<file path="src/rtl/hid_event_sequencer.sv">
// hid_event_sequencer: turns two-byte MCU commands into CH446Q-style serial
// key writes (DAT/SK/STB) and parallel mouse register strobes (DI + MX/MY/MKEY).
// Commands are assembled, queued in a small first-word-fall-through FIFO, then
// played out by the sequencer one at a time.
module hid_event_sequencer #(
    parameter int HALF  = 4,
    parameter int DEPTH = 4
) (
    input  logic       CLK,
    input  logic       RST,
    input  logic [7:0] in_data,
    input  logic       in_valid,
    output logic       in_ready,
    output logic       DAT,
    output logic       SK,
    output logic       STB,
    output logic       MX,
    output logic       MY,
    output logic       MKEY,
    output logic [7:0] DI,
    output logic       busy,
    output logic       err
);
    localparam int         CW      = $clog2(DEPTH + 1);
    localparam int         AW      = (DEPTH > 1) ? $clog2(DEPTH) : 1;
    localparam logic [7:0] PH_INIT = 8'(HALF - 1);

    typedef enum logic {WANT_OP, WANT_PL} asm_t;
    typedef enum logic [2:0] {
        IDLE, KBIT, KSTB_SETUP, KSTB_HI, KSTB_LO, M_SETUP, M_HI, M_LO
    } seq_t;

    // ---------------- command assembler ----------------
    asm_t       asm_q, asm_n;
    logic [2:0] op_q, op_n;
    logic       op_ok_q, op_ok_n;
    logic       err_n;
    logic       accept, push, pop;
    logic       full, empty;

    assign accept   = in_valid && in_ready;
    assign push     = accept && (asm_q == WANT_PL) && op_ok_q;
    // Only a payload can stall, and a pop in the same cycle frees its slot.
    assign in_ready = (asm_q == WANT_OP) || !full || pop;

    // Assembler state register; err is registered so it is a clean one-cycle pulse.
    always_ff @(posedge CLK) begin
        if (RST) begin
            asm_q   <= WANT_OP;
            op_q    <= '0;
            op_ok_q <= 1'b0;
            err     <= 1'b0;
        end else begin
            asm_q   <= asm_n;
            op_q    <= op_n;
            op_ok_q <= op_ok_n;
            err     <= err_n;
        end
    end

    // Opcode/payload pairing, stray-byte and bad-opcode rejection.
    always_comb begin
        asm_n   = asm_q;
        op_n    = op_q;
        op_ok_n = op_ok_q;
        err_n   = 1'b0;
        if (accept) begin
            if (asm_q == WANT_OP) begin
                if (!in_data[7]) begin
                    err_n = 1'b1;
                end else begin
                    asm_n   = WANT_PL;
                    op_n    = in_data[2:0];
                    op_ok_n = (in_data >= 8'h81) && (in_data <= 8'h84);
                end
            end else begin
                asm_n = WANT_OP;
                err_n = !op_ok_q;
            end
        end
    end

    // ---------------- command FIFO ----------------
    logic [10:0]   mem [DEPTH];
    logic [AW-1:0] wr_ptr, rd_ptr;
    logic [CW-1:0] cnt;
    logic [10:0]   head;

    assign full  = (cnt == CW'(DEPTH));
    assign empty = (cnt == '0);
    assign head  = mem[rd_ptr];

    // Storage array; entry is {opcode[2:0], payload}.
    always_ff @(posedge CLK) begin
        if (push) mem[wr_ptr] <= {op_q, in_data};
    end

    // Pointers and occupancy; push+pop together leaves the count unchanged.
    always_ff @(posedge CLK) begin
        if (RST) begin
            wr_ptr <= '0;
            rd_ptr <= '0;
            cnt    <= '0;
        end else begin
            if (push) wr_ptr <= (wr_ptr == AW'(DEPTH - 1)) ? '0 : wr_ptr + 1'b1;
            if (pop)  rd_ptr <= (rd_ptr == AW'(DEPTH - 1)) ? '0 : rd_ptr + 1'b1;
            cnt <= cnt + CW'(push) - CW'(pop);
        end
    end

    // ---------------- output sequencer ----------------
    seq_t        st_q, st_n;
    logic [7:0]  ph_q, ph_n;
    logic [2:0]  bit_q, bit_n;
    logic        skh_q, skh_n;
    logic [10:0] cmd_q, cmd_n;
    logic [7:0]  di_q, di_n;
    logic        ph_done;

    assign ph_done = (ph_q == 8'd0);

    // Sequencer state register; DI idles high until the first mouse write.
    always_ff @(posedge CLK) begin
        if (RST) begin
            st_q  <= IDLE;
            ph_q  <= PH_INIT;
            bit_q <= '0;
            skh_q <= 1'b0;
            cmd_q <= '0;
            di_q  <= 8'hFF;
        end else begin
            st_q  <= st_n;
            ph_q  <= ph_n;
            bit_q <= bit_n;
            skh_q <= skh_n;
            cmd_q <= cmd_n;
            di_q  <= di_n;
        end
    end

    // Next-state: every non-idle phase lasts HALF cycles, counted down to 0.
    always_comb begin
        st_n  = st_q;
        bit_n = bit_q;
        skh_n = skh_q;
        cmd_n = cmd_q;
        di_n  = di_q;
        pop   = 1'b0;
        ph_n  = (st_q == IDLE || ph_done) ? PH_INIT : ph_q - 8'd1;
        case (st_q)
            IDLE: begin
                if (!empty) begin
                    pop   = 1'b1;
                    cmd_n = head;
                    bit_n = 3'd6;
                    skh_n = 1'b0;
                    if (head[10:8] == 3'b001) begin
                        st_n = KBIT;
                    end else begin
                        st_n = M_SETUP;
                        di_n = head[7:0];
                    end
                end
            end
            KBIT: begin
                if (ph_done) begin
                    if (!skh_q) begin
                        skh_n = 1'b1;
                    end else begin
                        skh_n = 1'b0;
                        if (bit_q == 3'd0) st_n = KSTB_SETUP;
                        else               bit_n = bit_q - 3'd1;
                    end
                end
            end
            KSTB_SETUP: if (ph_done) st_n = KSTB_HI;
            KSTB_HI:    if (ph_done) st_n = KSTB_LO;
            KSTB_LO:    if (ph_done) st_n = IDLE;
            M_SETUP:    if (ph_done) st_n = M_HI;
            M_HI:       if (ph_done) st_n = M_LO;
            M_LO:       if (ph_done) st_n = IDLE;
            default:    st_n = IDLE;
        endcase
    end

    // Outputs decoded from registered state, so strobes are mutually exclusive by construction.
    always_comb begin
        DAT  = 1'b0;
        if (st_q == KBIT) DAT = cmd_q[bit_q];
        else if (st_q == KSTB_SETUP || st_q == KSTB_HI || st_q == KSTB_LO) DAT = cmd_q[7];
        SK   = (st_q == KBIT) && skh_q;
        STB  = (st_q == KSTB_HI);
        MX   = (st_q == M_HI) && (cmd_q[10:8] == 3'b010);
        MY   = (st_q == M_HI) && (cmd_q[10:8] == 3'b011);
        MKEY = (st_q == M_HI) && (cmd_q[10:8] == 3'b100);
        DI   = di_q;
        busy = (st_q != IDLE);
    end
endmodule

</file>
<file path="config.mk">
export PLATFORM = sky130hd
export DESIGN_NAME = hid_event_sequencer
export DESIGN_NICKNAME = d
export VERILOG_FILES = /design/src/rtl/hid_event_sequencer.sv
export SDC_FILE = /design/constraint.sdc
export NUM_CORES = 1
export LEC_CHECK = 0
export BUFFER_PORTS_ARGS = -buffer_cell sky130_fd_sc_hd__clkbuf_2
export CAP_MARGIN = 20
export CORE_MARGIN = 2
export CORE_UTILIZATION = 40
export DETAILED_ROUTE_END_ITERATION = 16
export GPL_ROUTABILITY_DRIVEN = 0
export PLACE_DENSITY_LB_ADDON = 0.05
export SYNTH_ARGS = -nofsm -noshare
export SYNTH_HDL_FRONTEND = slang
export SYNTH_SLANG_ARGS = --single-unit
</file>
<file path="constraint.sdc">
create_clock -name CLK -period 3 [get_ports CLK]
set_input_delay 0.6 -clock CLK [delete_from_list [all_inputs] [get_ports CLK]]
set_output_delay 0.6 -clock CLK [all_outputs]
set_load 0.05 [all_outputs]
</file>
# After elaboration in Yosys (flattened, before gate mapping)
# Memory sizes are Yosys's and may differ from the RTL's. A register that Yosys moved wholly into a read port is not among the register bits.
# Cells that the tools add are included.
# Widths: inputs -> output; s select.
dict set report totals {
  ff_bits 47
  latchBits 0
  mem_bits_rw 44
  rom_bits 0
  in_bits 11
  output_inout_bits 17
  wordCells 117
  n_memories 1
}
dict set report op_classes {
  addsub 6
  n_mul 0
  div 0
  n_lt_le_gt_ge 3
  n_eq_ne 24
  n_shift 0
  mux 36
  bitwise 4
  n_reduce_logical 30
}
# name depth width rd rd_ports_with_merged_regs write_ports line_no
set memory_table {}
lappend memory_table {mem 4 11 1 1 1 84} ;# logic [10:0] mem [DEPTH];
# op count
set ops {}
lappend ops {{$mux 3} 14}
lappend ops {{$pmux 3 s7} 1}
lappend ops {{$eq 3x3->1 const B} 6}
lappend ops {{$ne 2x2->1 const B} 8}
lappend ops {{$mux 1} 14}
lappend ops {{$eq 3x2->1 const B} 4}
lappend ops {{$logic_not 3->1} 3}
lappend ops {{$reduce_and 3->1} 3}
lappend ops {{$reduce_and 9->1} 1}
lappend ops {{$ge 8x8->1 const B} 1}
lappend ops {{$le 8x8->1 const B} 1}
lappend ops {{$logic_and 1x1->1} 8}
lappend ops {{$logic_not 8->1} 1}
lappend ops {{$mux 2} 4}
lappend ops {{$sub 8x1->8 const B} 1}
lappend ops {{$eq 3x1->1 const B} 2}
lappend ops {{$pmux 3 s2} 1}
lappend ops {{$reduce_or 2->1} 3}
lappend ops {{$logic_or 1x1->1} 5}
lappend ops {{$lt 3x5->1 const B} 1}
lappend ops {{$reduce_and 5->1} 1}
lappend ops {{$add 2x1->2 const B} 2}
lappend ops {{$eq 2x2->1 const B} 2}
lappend ops {{$ne 2x1->1 const B} 2}
lappend ops {{10 further kinds} 14}

# Depth between registers and ports, before layout
# Gate-level depths: netlist of the first run.
dict set report logic_depth {
  word_depth 9
  ltp_mapped 14
  mapped_depth_nobuf 11
}

# Least setup slack after synthesis of the first run
# OpenSTA, ideal clock, no wires.
dict set report synth_path {
  path_type {flip-flop to output port}
  from {register st_q[1]}
  to {output port MKEY}
  arrival_time_ns 2.275
  slack_ns 0.125
  path_stages_with_launch 4
  n_path_buf 1
  path_cell_list {dfxtp_1 -> clkbuf_1 -> nand3_1 -> nor4b_1}
}
dict set report synth_between {
  elab_chain_len 2
}
# element line_no
set synth_lines {}
lappend synth_lines {{from (decl)} 112} ;# seq_t st_q, st_n;
lappend synth_lines {{from (signal assigned)} 132} ;# st_q <= st_n;
lappend synth_lines {{$eq 3x3->1} 195} ;# MKEY = (st_q == M_HI) && (cmd_q[10:8] == 3'b100);
lappend synth_lines {{$logic_and 1x1->1} 195}
lappend synth_lines {{to (decl)} 19} ;# output logic MKEY,
# No other way between the ends.

# Worst setup path after layout of the first run
dict set report layout_path {
  from {register st_q[2]}
  to {output port DAT}
}
dict set report layout_between {
  elab_chain_len 5
}
# element line_no
set layout_lines {}
lappend layout_lines {{$eq 3x2->1} 190} ;# else if (st_q == KSTB_SETUP || st_q == KSTB_HI || st_q == KSTB_LO) DAT = cmd_q[7];
lappend layout_lines {{$logic_or 1x1->1 (2 in series)} 190}
lappend layout_lines {{$mux 1} 190}
lappend layout_lines {{$mux 1 (*)} 189} ;# if (st_q == KBIT) DAT = cmd_q[bit_q];
lappend layout_lines {{to (decl)} 14} ;# output logic DAT,
# Every way passes the cells marked *; elsewhere a longest branch is shown, timed or not.

==> run metrics, run 1 <==
Hold Path Sink ph_q[0]; required time worst endpoint 2.40 ns; CP Max Fanout 9; number of global-route vias before repair 2308; Data arrival, critical path 1.83 ns; Clock Pin Slew Worst Setup and Hold Paths 0.10 ns; final hold viol count 0; Post-Syn Area 3856 um^2; Cell Pwr Density 854.3 nW/um^2; largest net degree at the start of global routing 31; r2r endpoint cnt[2]; CTS Buf Count 9; # IOs 28; core area 9284 um^2; clk_lat worst skew 0.35 ns; Hold Crit Class reg2reg; share of cells above drive strength 1 0.2045; post-route ant nets 0; post-DR wirelength/cell 14.68 um; Post-Place Setup Slack 0.5445 ns; Post-synth EDFFs 44; # setup viols final 0; final WL 7136 um; FF+latch count, synth 93; Hold-fix buffers, CTS 0; startpoint types register; fin worst setup slack 0.5677 ns; largest area contributor in the netlist edfxtp_1; Setup crit end kind primary output; Leakage 1.551 nW; slew at the pin closest to its max-slew limit 0.6489 ns; Final min period 2.432 ns; die width 102.2 um; Pre-antenna DRT Iters 4; CTS H-tree depth 3; Vias/cell 4.815; Starting DRT DRC Count 54; async set-reset flop share out of synthesis 0; reg2reg start st_q[2]; cell with the most instances after synthesis dfxtp_1; die area 10440 um^2; CTS Sinks 93; DR vias 2340; # Post-CTS Setup Buffers 0; worst r2r path cells 10; synth warn 0; Pins Over Slew Limit 0; register area share after synthesis 0.5970; first-pass GRT wire length 11670 um; outcome completed; Syn Inst Count 322; GRT Resource Usage Total 0.1495; Fin Setup TNS 0 ns; Die Y 102.2 um; top_reg_cell synth dfxtp_1; post-cts gate resize count 0; Max Fclk 411.1 MHz; slack of the worst reg-to-reg path 0.58 ns; top cell type's share of synthesized area 0.3426; Initial Util 0.4154; gr ovfl total 0; RSZ-0062 raised after global routing no; hpwl dp 5119 um; VDD IR max 0.3466 mV; Hold Path Depth 1; max cap viols 0; nets 375; syn_area_per_cell 11.98 um^2; critical hold path startpoint ph_q[0]; Core Rows 35; Commonest cells post-synth dfxtp_1 (49), edfxtp_1 (44), nor2_1 (37), nand2_1 (33), a21oi_1 (28); kind of critical path reg2out; initial antenna violation count 0; CTS tree built; DRC Markers 0; Syn Nets 345; IO buf count 27; Area Overhead vs Synth 12.26%; ANT cells 0; Cell variety after synth 43; Final Cycle Share 0.8108; Final Skew 0.01006 ns; # fillers 879; Root Buffer clkbuf_8; top cells by area, synth edfxtp_1 (34%), dfxtp_1 (25%), mux4_2 (7.6%); Worst slew margin 0.5674; clock buffer depth 2
## worst max path at each step
stage / startpoint / endpoint
floorplan: st_q[1] / MKEY
global placement: st_q[2] / cnt[2]
detailed placement: st_q[2] / cnt[2]
CTS: st_q[2] / cnt[2]
global route: st_q[2] / cnt[2]
finish: st_q[2] / DAT
## registers in the layout (all words and copies together), names as in the netlist, 2 cells and up, named ones only
register and count:
mem 44, cmd_q 11, DI 8, ph_q 8
bit_q 3, cnt 3, op_q 3, st_q 3
rd_ptr 2, wr_ptr 2
## metrics by stage
stage	power [mW]	hold WS (ns)	cell area (um^2)	instances	utilization
final	3.699	0.4293	4329	486	0.4663
after global routing	3.961	0.4599	4329	486	0.4663
after CTS	3.761	0.4336	4329	486	0.4663
after detailed placement	2.973	0.4108	4145	470	0.4465
after global placement	2.963	0.4073	4145	470	0.4465
after floorplan	2.660	0.3837	3856	322	-
## cells in the final DEF, fill, tap and decap left out, drive strengths merged, types with 3 or more instances in the layout
cell type  instances
buf                8
nor2              38
nor3b              3
xor2               4
edfxtp            44
mux4              13
inv               18
mux2i              9
xnor2              7
clkinv             4
nand3              3
nor3              17
nor4               3
ha                11
clkbuf            36
and2               4
dfxtp             49
nand2             33
a21oi             29
## power by group
part           switching, mW  internal, mW
registers              0.175          1.52
logic                  0.774         0.454
clock network          0.464         0.315
total                   1.41          2.29
## worst max-delay path, stage by stage (launching register included)
cell and delay [ns]:
dfxtp_1 0.42, or3b_1 0.53, o2bb2ai_1 0.22, clkbuf_2 0.31
## layout make-up
cell class	instances	area (um^2)	area share
Tap cell	129	161.4	0.03728
Sequential cell	93	2302	0.5318
Clock inverter	7	60.06	0.01387
Timing Repair Buffer	35	195.2	0.04509
Clock buffer	9	123.9	0.02861
Inverter	16	60.06	0.01387
Multi-Input combinational cell	197	1426	0.3295
## cell families (layout without fill, tap and decap cells)
group	after synthesis	count (layout)	share of synthesized area
mux	22	22	0.09929
compound gates	36	36	0.05743
simple gates	116	116	0.1473
fa+ha+maj	12	12	0.04088
xor+xnor	11	11	0.02498
flops	93	93	0.5970
buf+inv	32	67	0.03309
## per-layer routing
layer,vias up,GRT usage,routed length [um]
li1,1197,-,-
met3,10,0.03830,167
met5,-,0,0
met1,1110,0.2006,3483
met4,0,0.04615,114
met2,23,0.2404,3371
Note: power is estimated with default switching activity, not from simulation.
==> run 2: changes to the inputs <==
Clock period 3 ns to 2.3 ns, I/O delays scaled along.
==> run 2 against run 1 <==
  * Setup slack got worse by 0.46 ns
  * Global-route usage about the same
  * Sequential power increased by 30%
  * Clock skew increased by 0.0082 ns
  * Non-clock buffer count increased by 5
  * Sequential cell count unchanged
  * Clock power increased by 38%
  * Final cell count increased by 1.0%
  * Count of clock-buffer cells in the layout unchanged
  * Via count increased by 1.2%
  * Register-to-register slack got worse by 0.38 ns
==> run metrics, run 2 (synthesized netlist as in run 1, its figures left out) <==
outcome completed; worst path buffer plus inverter count 2 (+1); die area 10440 um^2 (unchanged); Clock Pin Slew Worst Setup and Hold Paths 0.09 ns (about the same); startpoint types register; Core Rows 35 (unchanged); Setup crit end kind primary output; ANT cells 0 (unchanged); Worst Setup SP st_q[2]; commonest non-fill, non-tap cells in the layout dfxtp_1 (48), edfxtp_1 (44), nor2_1 (37); Area Overhead vs Synth 14.15%; Placed Area 4199 um^2 (+1.3%); Max Fclk 455.6 MHz; post-DR wirelength/cell 14.31 um (-2.6%); Hold WS 0.3477 ns (-0.08160 ns); post-route ant nets 0 (unchanged); post-cts gate resize count 2 (+2); Layout Cells excl Fill 491 (+1.0%); placed insts 475 (+1.1%); initial antenna violation count 0 (unchanged); reg2reg start st_q[0]; CTS Sinks 93 (unchanged); largest net degree at the start of global routing 30 (-3.2%); required time worst endpoint 1.84 ns (-0.56 ns); gr ovfl total 0 (unchanged); CP Max Fanout 8 (-1); CTS tree built; Root Buffer clkbuf_8; Hold-fix buffers, CTS 0 (unchanged); # IOs 28 (unchanged); RSZ-0062 raised after global routing no; Worst path depth 4 (+1); VDD IR max 0.3606 mV (+4.0%); crit-path leading delay family simple AND/OR/NAND/NOR gates; DR vias 2368 (+1.2%); Worst slew margin 0.6033 (+0.03586); met3 wire length 154 um (-7.8%); Slowest cell on crit path or3b_4; Hold Path Depth 1 (unchanged); most common cell after layout, fill and taps aside dfxtp_1; clk_lat worst skew 0.35 ns (about the same); M1 WL 3450 um (-0.95%); Final Cycle Share 0.9543; max cap viols 0 (unchanged); CP peak stage delay 0.44 ns (-0.09 ns); largest reg by FF count mem; first-pass GRT wire length 11740 um (+0.53%); Leakage 1.585 nW (+2.2%); Data arrival, critical path 1.73 ns (-0.10 ns); r2r endpoint cnt[2]; die width 102.2 um (unchanged); power consumption 4.918 mW (+33%); Initial Util 0.4154 (unchanged); slew at the pin closest to its max-slew limit 0.5944 ns (-0.05443 ns); hpwl dp 5019 um (-2.0%); max reg flops 44 (unchanged); Top Layer Used met4; core area 9284 um^2 (unchanged); CTS Buf Count 9 (unchanged); Final Skew 0.01825 ns (+0.008184 ns); design area 4402 um^2 (+1.7%); DRC Markers 0 (unchanged); Pins Over Slew Limit 0 (unchanged); final WL 7025 um (-1.6%); # Post-CTS Setup Buffers 0 (unchanged); slack of the worst reg-to-reg path 0.20 ns (-0.38 ns); Vias/cell 4.823 (+0.17%); Hold Crit Class in2reg; Die Y 102.2 um (unchanged); number of global-route vias before repair 2326 (+0.78%); Fin Setup TNS 0 ns (unchanged); biggest regs mem (44), cmd_q (11); # setup viols final 0 (unchanged); nets 380 (+1.3%); Starting DRT DRC Count 46 (-15%); final hold viol count 0 (unchanged); GRT Resource Usage Total 0.1493 (-0.0002390); Cell Pwr Density 1117 nW/um^2 (+31%); WL met2 3362 um (-0.27%); CTS H-tree depth 3 (unchanged); worst r2r path cells 11 (+1); ordered list of cells on the worst path buf_4 > or3b_4 > o2bb2ai_1 > clkbuf_4; Final min period 2.195 ns; Worst Setup EP DAT; Pre-antenna DRT Iters 4 (unchanged); IO buf count 27 (unchanged); kind of critical path reg2out; clock buffer depth 2 (unchanged); share of cells above drive strength 1 0.2293 (+0.02480)
## run 2: metal layers
layer,up-vias,global-route usage
met2,23,0.2353
met5,-,0
li1,1215,-
met4,0,0.06154
met1,1124,0.2050
met3,6,0.02668
## run 2: final cells by class
cell class | count | area, um^2
multi-input combinational | 197 | 1443
timing repair buffer | 40 | 235.2
fill | 872 | 4882
inverter | 16 | 62.56
clock inverter | 7 | 72.57
tap | 129 | 161.4
sequential | 93 | 2303
clock buffer | 9 | 123.9
## run 2: worst min-delay path by stage
stage | start | to
after floorplan | ph_q[0] | ph_q[0]
after global placement | ph_q[0] | ph_q[0]
after detailed placement | ph_q[0] | ph_q[0]
after CTS | in_data[5] | mem[1][5]
after global routing | in_data[5] | mem[1][5]
final | in_data[5] | mem[1][5]
## run 2: power breakdown
group | switching [mW] | internal, mW
Clock | 0.568 | 0.506
Sequential | 0.208 | 1.98
Combinational | 1.04 | 0.614
Total | 1.82 | 3.10
## run 2: stage by stage
stage	setup WS (ns)	util
2_1_floorplan	-0.4023	-
3_3_place_gp	0.2290	0.4523
3_5_place_dp	0.1847	0.4523
4_1_cts	0.005602	0.4739
5_1_grt	0.02201	0.4741
6_report	0.1050	0.4741
## run 2: worst register-to-register path, delay by kind of cell, from the launching register on
| kind | cells | cell delay, ns |
|---|---|---|
| flops | 1 | 0.37 |
| simple gates | 3 | 0.47 |
| xor+xnor | 2 | 0.31 |
| fa+ha+maj | 3 | 0.67 |
| buf+inv | 3 | 0.17 |
==> run 3: changes to the inputs <==
Settings changed: CORE_MARGIN 2 to 3, SLEW_MARGIN set to 20.
==> run 3 against run 2 <==
  * First-iteration DRC count rose by 65%
  * Non-clock buffer count shrank 1
  * Sequential cell count is the same
  * Largest power group unchanged
  * Wire length rose by 0.43%
  * Setup slack improved by 0.016 ns
  * Critical path depth did not move
  * Largest cell class unchanged
  * Fmax rose by 0.74%
==> run metrics, run 3 (synthesized netlist as in run 1, its figures left out) <==
largest reg by FF count mem; clock buffer depth 2 (unchanged); Core Util, Final 0.4722 (-0.001887); CTS H-tree depth 3 (unchanged); number of global-route vias before repair 2358 (+1.4%); CTS tree built; first-pass GRT wire length 11820 um (+0.71%); Leakage 1.579 nW (-0.40%); Initial Util 0.4154 (unchanged); Clock Pin Slew Worst Setup and Hold Paths 0.09 ns (about the same); CP most frequent cell buf_4; # Post-CTS Setup Buffers 0 (unchanged); worst path buffer plus inverter count 2 (unchanged); nets 379 (-0.26%); grt peak-use layer met2; Die Y 104.2 um (+2.0%); commonest non-fill, non-tap cells in the layout dfxtp_1 (48), edfxtp_1 (44), nor2_1 (37); gr ovfl total 0 (unchanged); Area Overhead vs Synth 13.69%; GRT Resource Usage Total 0.1389 (-0.01040); met3 global-route usage 0.04283 (+0.01615); CTS Buf Count 9 (unchanged); post-route ant nets 0 (unchanged); Hold-fix buffers, CTS 0 (unchanged); IO buf count 27 (unchanged); core area 9284 um^2 (unchanged); biggest regs mem (44), cmd_q (11); share of cells above drive strength 1 0.2271 (-0.002135); Vias/cell 4.871 (+1.0%); Final Skew 0.01231 ns (-0.005931 ns); Pre-antenna DRT Iters 4 (unchanged); GRT met1 Usage 0.1798 (-0.02516); slew at the pin closest to its max-slew limit 0.6051 ns (+0.01065 ns); most common cell after layout, fill and taps aside dfxtp_1; ANT cells 0 (unchanged); Pins Over Slew Limit 0 (unchanged); crit-path leading delay family simple AND/OR/NAND/NOR gates; Cell Pwr Density 1110 nW/um^2 (-0.67%); die width 104.2 um (+2.0%); Max Fclk 459.0 MHz (+0.74%); VDD IR max 0.3936 mV (+9.1%); Starting DRT DRC Count 76 (+65%); outcome completed; Worst slew margin 0.5962 (-0.007111); die area 10850 um^2 (+4.0%); Root Buffer clkbuf_8; power consumption 4.865 mW (-1.1%); CP Max Fanout 8 (unchanged); RSZ-0062 raised after global routing no; final WL 7055 um (+0.43%); DRC Markers 0 (unchanged); Final min period 2.179 ns (-0.01620 ns); met2 usage 0.2256 (-0.009697); Setup crit end kind primary output; kind of critical path reg2out; Slowest cell on crit path or3b_4; final hold viol count 0 (unchanged); max cap viols 0 (unchanged); Final Cycle Share 0.9473 (-0.007044); startpoint types register; # IOs 28 (unchanged); clk_lat worst skew 0.35 ns (about the same); post-DR wirelength/cell 14.40 um (+0.63%); # setup viols final 0 (unchanged); Hold Crit Class in2reg; max reg flops 44 (unchanged); ordered list of cells on the worst path buf_4 > or3b_4 > o2bb2ai_1 > buf_4; largest net degree at the start of global routing 33 (+10%); hpwl dp 5037 um (+0.37%); required time worst endpoint 1.84 ns (about the same); CTS Sinks 93 (unchanged); DR vias 2387 (+0.80%); initial antenna violation count 0 (unchanged); CP peak stage delay 0.44 ns (about the same); Data arrival, critical path 1.72 ns (about the same); Core Rows 35 (unchanged)
-- run 3: cell types whose count changed in the layout (fill, tap and decap cells not counted), sizes merged --
cell,change
buf,+1
bufinv,-1
clkinvlp,-1
-- run 3: path summary, 6_finish.rpt --
kind                   start  slack (ns)  cells after the start        end
setup / recovery     st_q[2]        0.12                      4        DAT
hold / removal    in_data[5]        0.34                      1  mem[3][5]
setup reg to reg     st_q[0]        0.17                     11     cnt[2]
hold reg to reg      ph_q[0]        0.43                      1    ph_q[0]
-- run 3: metal layers --
| layer | vias to the layer above | part of all wire | wire length, um |
|---|---|---|---|
| met3 | 7 | 0.046 | 328 |
| met2 | 44 | 0.46 | 3275 |
| met5 | - | 0 | 0 |
| li1 | 1203 | - | - |
| met4 | 0 | 0.011 | 78 |
| met1 | 1133 | 0.48 | 3373 |
-- run 3: power breakdown --
group | switching [mW] | internal (mW) | leakage, nW
sequential | 0.213 | 1.98 | 0.801
combinational | 1.05 | 0.615 | 0.687
clock | 0.577 | 0.435 | 0.0905
total | 1.84 | 3.03 | 1.58
-- run 3: timing repair --
| item | in CTS | in global routing |
|---|---|---|
| resized for setup | 3 | 3 |
| pin swaps | 0 | 0 |
| setup endpoints to repair | 1 | 2 |
-- run 3: worst register-to-register path, cell delays in order, from the launching register on --
cell,delay [ns]
dfxtp_1,0.37
nor3_4,0.27
nand2b_1,0.15
inv_4,0.07
ha_1,0.21
inv_1,0.05
ha_1,0.13
inv_1,0.05
fa_2,0.33
xor2_1,0.15
xnor2_1,0.16
nor2_1,0.05
-- run 3: layout make-up --
class                      instances  area, um^2
clock buffer                      11       141.4
clock inverter                     5       42.54
fill                             891        4900
inverter                          16       62.56
multi-input combinational        197        1443
sequential                        93        2306
tap                              129       161.4
timing repair buffer              39       227.7
-- run 3: stage by stage --
step           cell area [um^2]  hold slack [ns]  TNS (ns)  setup WS, ns  std cells
2_1_floorplan              3895           0.3837    -1.034       -0.4023        322
3_3_place_gp               4192           0.4049         0        0.2251        474
3_5_place_dp               4192           0.4069         0        0.1642        474
4_1_cts                    4382           0.3184         0       0.02984        490
5_1_grt                    4384           0.3181         0      0.007059        490
6_report                   4384           0.3386         0        0.1212        490
